### config.mk
export PLATFORM = sky130hd
export DESIGN_NAME = sr_reg_bank
export DESIGN_NICKNAME = d
export VERILOG_FILES = /design/src/rtl/sr_reg_bank.sv
export SDC_FILE = /design/constraint.sdc
export NUM_CORES = 1
export LEC_CHECK = 0
export CORE_MARGIN = 5
export CORE_UTILIZATION = 35
export DETAILED_ROUTE_END_ITERATION = 7
export PLACE_DENSITY = 0.76
export SLEW_MARGIN = 15
export SYNTH_ARGS = -nofsm -noshare
export SYNTH_HDL_FRONTEND = slang
export SYNTH_SLANG_ARGS = --single-unit
### constraint.sdc
create_clock -name clk -period 2.8 [get_ports clk]
set_clock_uncertainty 0.15 [all_clocks]
set_input_delay 0.56 -clock clk [delete_from_list [all_inputs] [get_ports clk]]
set_output_delay 0.56 -clock clk [all_outputs]
set_load 0.01 [all_outputs]
### src/rtl/sr_reg_bank.sv
// sr_reg_bank: bank of WIDTH independent SR storage bits sharing clock, enable and sync clear.
// The S=R=1 conflict policy is fixed per instance by MODE (0 hold, 1 set, 2 reset, 3 toggle).
// Conflicts are recorded per bit (sticky) and counted per cycle (saturating).
// Optional feature: define SR_BANK_EDGE_DETECT_EN to add registered q_rise/q_fall pulse outputs.
module sr_reg_bank #(
    parameter int unsigned         WIDTH     = 8,
    parameter int unsigned         MODE      = 0,
    parameter logic [WIDTH-1:0]    RESET_VAL = '0,
    parameter int unsigned         CNT_W     = 8
) (
    input  logic             clk,
    input  logic             rst,
    input  logic             en,
    input  logic             sync_clr,
    input  logic [WIDTH-1:0] s,
    input  logic [WIDTH-1:0] r,
    input  logic             conflict_ack,
    output logic [WIDTH-1:0] q,
    output logic [WIDTH-1:0] conflict_sticky,
`ifdef SR_BANK_EDGE_DETECT_EN
    output logic [CNT_W-1:0] conflict_cnt,
    output logic [WIDTH-1:0] q_rise,
    output logic [WIDTH-1:0] q_fall
`else
    output logic [CNT_W-1:0] conflict_cnt
`endif
);

    localparam logic [CNT_W-1:0] CNT_MAX = '1;

    // Reject illegal configurations at elaboration time.
    if (MODE > 3) begin : g_bad_mode
        $error("sr_reg_bank: MODE must be 0..3");
    end
    if (WIDTH < 1) begin : g_bad_width
        $error("sr_reg_bank: WIDTH must be >= 1");
    end
    if (CNT_W < 1) begin : g_bad_cnt_w
        $error("sr_reg_bank: CNT_W must be >= 1");
    end

    logic [WIDTH-1:0] q_next;
    logic [WIDTH-1:0] conflict;
    logic [WIDTH-1:0] sticky_next;
    logic [CNT_W-1:0] cnt_base;
    logic [CNT_W-1:0] cnt_next;

    // Next value of q: sync_clr beats en, then per-bit SR decode with the MODE conflict policy.
    always_comb begin
        q_next = q;
        if (sync_clr) begin
            q_next = RESET_VAL;
        end else if (en) begin
            for (int i = 0; i < int'(WIDTH); i++) begin
                case ({s[i], r[i]})
                    2'b01:   q_next[i] = 1'b0;
                    2'b10:   q_next[i] = 1'b1;
                    2'b11: begin
                        case (MODE)
                            1:       q_next[i] = 1'b1;
                            2:       q_next[i] = 1'b0;
                            3:       q_next[i] = ~q[i];
                            default: q_next[i] = q[i];
                        endcase
                    end
                    default: q_next[i] = q[i];
                endcase
            end
        end
    end

    // Conflict bookkeeping: a fresh conflict always wins over a same-cycle ack.
    always_comb begin
        conflict    = (en && !sync_clr) ? (s & r) : '0;
        sticky_next = (conflict_ack ? '0 : conflict_sticky) | conflict;
        cnt_base    = conflict_ack ? '0 : conflict_cnt;
        cnt_next    = cnt_base;
        // One increment per cycle no matter how many bits conflict; hold at max.
        if ((|conflict) && (cnt_base != CNT_MAX)) begin
            cnt_next = cnt_base + CNT_W'(1);
        end
    end

    // Stored bits and conflict status registers.
    always_ff @(posedge clk or posedge rst) begin
        if (rst) begin
            q               <= RESET_VAL;
            conflict_sticky <= '0;
            conflict_cnt    <= '0;
        end else begin
            q               <= q_next;
            conflict_sticky <= sticky_next;
            conflict_cnt    <= cnt_next;
        end
    end

`ifdef SR_BANK_EDGE_DETECT_EN
    // Edge pulses registered with q so each is high exactly when q first shows the new value.
    always_ff @(posedge clk or posedge rst) begin
        if (rst) begin
            q_rise <= '0;
            q_fall <= '0;
        end else begin
            q_rise <= q_next & ~q;
            q_fall <= ~q_next & q;
        end
    end
`endif

endmodule

==> impl_metrics.py <==
metrics = {
    "pwr": {
        "max-vdd-ir-drop_mv": 0.183,
        "p_sw_uw": 170,
        "swShare_pct": 25.6,
        "power_density_nw_per_um2": 387,
        "leakage_nw": 0.717,
        "clockPowerShare_pct": 21.3,
        "seqPwrFrac_pct": 56.8,
        "power.internal_uw": 492,
        "pwr-share-comb_pct": 21.9,
    },
    "setup_path": {
        "critPathMaxFanout": 5,
        "worst_r2r_path_depth": 8,
        "critPathArrivalTime_ns": 2.62,
        "endpoint_kind": "flip-flop",
        "r2r_start": "conflict_cnt[0]$_DFF_PP0_",
        "crit_path_start_kind": "input pin",
        "startpoint": "conflict_ack",
        "crit_type": "input pin to flip-flop",
        "critical_path_required_ns": 2.84,
    },
    "sta": {
        "fmax_mhz": 389,
        "fin_ws_ns": 0.228,
        "worst_pin_slew_ns": 0.904,
        "hold_viol": 0,
        "post-route-period-util_pct": 91.9,
        "slew_headroom_pct": 39.6,
        "layout_min_cycle_time_ns": 2.57,
        "setup_tns_ns": 0,
        "setup_violations": 0,
        "slew_violations": 0,
        "rsz0062_at_grt": "no",
    },
    "yosys": {
        "synth_top_area_share_pct": 50.2,
        "synth-edff-count": 0,
        "yosysUniqueCellTypes": 30,
        "synth_ff_type": "dfrtp_1",
        "postSynthAreaPerCell_sq_um": 9.72,
        "synth_area_leaders": "dfrtp_1, nand2_1, o2bb2ai_1",
        "synthesis.area_sq_um": 1200,
        "yosys.area.top_type": "dfrtp_1",
        "syn_inst": 123,
        "seq_area_frac_synth_pct": 50.2,
        "synth_seq_cells": 24,
        "synthesis.nets": 145,
        "ys_async_sr_fraction_pct": 100,
        "ys_warn_count": 0,
    },
    "floorplanning": {
        "die_w_um": 68.5,
        "coreArea_sq_um": 3310,
        "rows": 21,
        "die_area_sq_um": 4690,
        "fp.dieH_um": 68.5,
        "initial_core_util_pct": 36.1,
        "io_pins": 45,
    },
    "drt": {
        "first_iter_violations": 58,
        "vias_per_cell": 5.10,
        "drt-met1-wl_mm": 1.36,
        "vias": 1097,
        "route.detailed.drc": 0,
        "routed.top_layer": "met4",
        "ant_nets": 0,
        "drt_wl_total_mm": 3.17,
        "dr_wl_met3_um": 252,
        "dr_wl_met2_mm": 1.53,
        "routedWlPerCell_um": 14.7,
        "first_pass_iters": 4,
    },
    "placement": {
        "pre_cts_ws_ns": -0.0719,
        "place.detailed.hpwl_mm": 2.46,
        "dp_cells": 212,
        "dpl_cell_area_sq_um": 1690,
        "port-buffer-count": 44,
        "place.gp.congestion": 0.883,
    },
    "finish": {
        "stdcell_area_sq_um": 1710,
        "fin_cells": 215,
        "final_nets": 193,
        "final_common_cell": "clkdlybuf4s50_1",
        "num-fill-cells": 314,
        "drive_gt1_share_pct": 5.92,
        "num_antenna_cells": 0,
        "final_cell_mix": "clkdlybuf4s50_1, dfrtp_1, nand2_1",
        "syn_to_final_growth_pct": 42.9,
    },
    "cts": {
        "cts_setup_buffers": 0,
        "clkTransAtPathRegs_ns": 0.12,
        "cts_tree": "done",
        "cts.repair.resized": 0,
        "ctsLongestPathBuffers": 2,
        "cts_max_level": 1,
        "root_buffer": "clkbuf_4",
        "numCtsBuffers": 3,
        "clk_latency_ns": 0.30,
        "ctsHoldBuffers": 0,
        "cts_num_sinks": 24,
    },
    "global_routing": {
        "grt_pass1_vias": 1176,
        "grt_pass1_wl_mm": 5.15,
        "grt_use_total_pct": 14.5,
        "grt_max_degree": 25,
        "antenna_found_initial": 0,
        "grt-ovfl-total": 0,
    },
    "worst_hold_path": {
        "hold_path_depth": 1,
        "hp-class": "flip-flop to flip-flop",
        "min_from": "conflict_sticky[6]$_DFF_PP0_",
    },
    "job": {
        "max_cap_viol_count": 0,
    },
    "run_status": {
        "status": "finished clean",
    },
}
[sequential cells by signal, indices dropped and copies added (netlist names)]
register	cells
conflict_cnt	8
conflict_sticky	8
q	8
[power by group through the flow]
stage	combinational (mW)	clock [mW]	sequential, mW
after floorplan	0.0550	0	0.389
final	0.145	0.141	0.376
after global placement	0.141	0	0.382
after CTS	0.147	0.157	0.376
after detailed placement	0.146	0	0.383
after global routing	0.159	0.167	0.379
[routing by layer]
layer | track usage (%) | up-vias
li1 | - | 521
met1 | 17.4 | 533
met2 | 25.0 | 39
met3 | 3.28 | 4
met4 | 5.21 | 0
met5 | 0 | -
[cell usage after synthesis (2+ instances only)]
cell type / number
clkbuf_1: 2
buf_6: 2
a21oi_1: 13
dfrtp_1: 24
nand4_1: 3
xnor2_1: 2
nand2b_1: 3
o2bb2ai_1: 8
nand2_1: 19
nor3_1: 2
nor2b_1: 5
nor2_1: 14
nand3_1: 3
o21ai_0: 3
mux2i_1: 2
or2b_1: 2
inv_1: 3
[per-stage QoR]
stage | utilization [%] | hold WS [ns] | power (mW)
2_1_floorplan | - | 0.371 | 0.444
3_3_place_gp | 50.9 | 0.334 | 0.523
3_5_place_dp | 50.9 | 0.331 | 0.528
4_1_cts | 51.6 | 0.356 | 0.680
5_1_grt | 51.6 | 0.390 | 0.704
6_report | 51.6 | 0.349 | 0.662
[final timing paths]
kind	endpoint	slack, ns
min in group asynchronous	conflict_cnt[0]$_DFF_PP0_	0.59
setup reg to reg	conflict_cnt[1]$_DFF_PP0_	0.51
hold reg to reg	conflict_sticky[6]$_DFF_PP0_	0.35
max in group asynchronous	conflict_cnt[2]$_DFF_PP0_	1.36
setup / recovery	conflict_cnt[1]$_DFF_PP0_	0.23
hold / removal	conflict_sticky[6]$_DFF_PP0_	0.35
[layout make-up]
cell class / instances / area [sq um] / area share [%]
flip-flops and latches: 24 / 601 / 35.1
inverters: 3 / 11.3 / 0.659
repair buffers: 47 / 463 / 27.1
well taps: 46 / 57.6 / 3.37
multi-input cells: 92 / 554 / 32.4
clock buffers: 3 / 22.5 / 1.32
[cell families after synthesis]
group / after synthesis / synth area share (%)
AO/OA/AOI/OAI: 27 / 15.5
multiplexers: 4 / 3.56
adder cells (fa/ha/maj): 1 / 1.05
buffers and inverters: 7 / 3.45
AND/OR/NAND/NOR: 57 / 24.1
XOR/XNOR: 3 / 2.20
flip-flops: 24 / 50.2
[worst max-delay path, stage by stage]
cell             delay (ns)
clkdlybuf4s50_1        0.46
nor2_1                 0.26
ha_1                   0.22
nand3_1                0.12
nor3b_2                0.25
and4_1                 0.32
nor2_1                 0.10
mux2_1                 0.32
No activity file was read; power rests on OpenSTA's default activity.
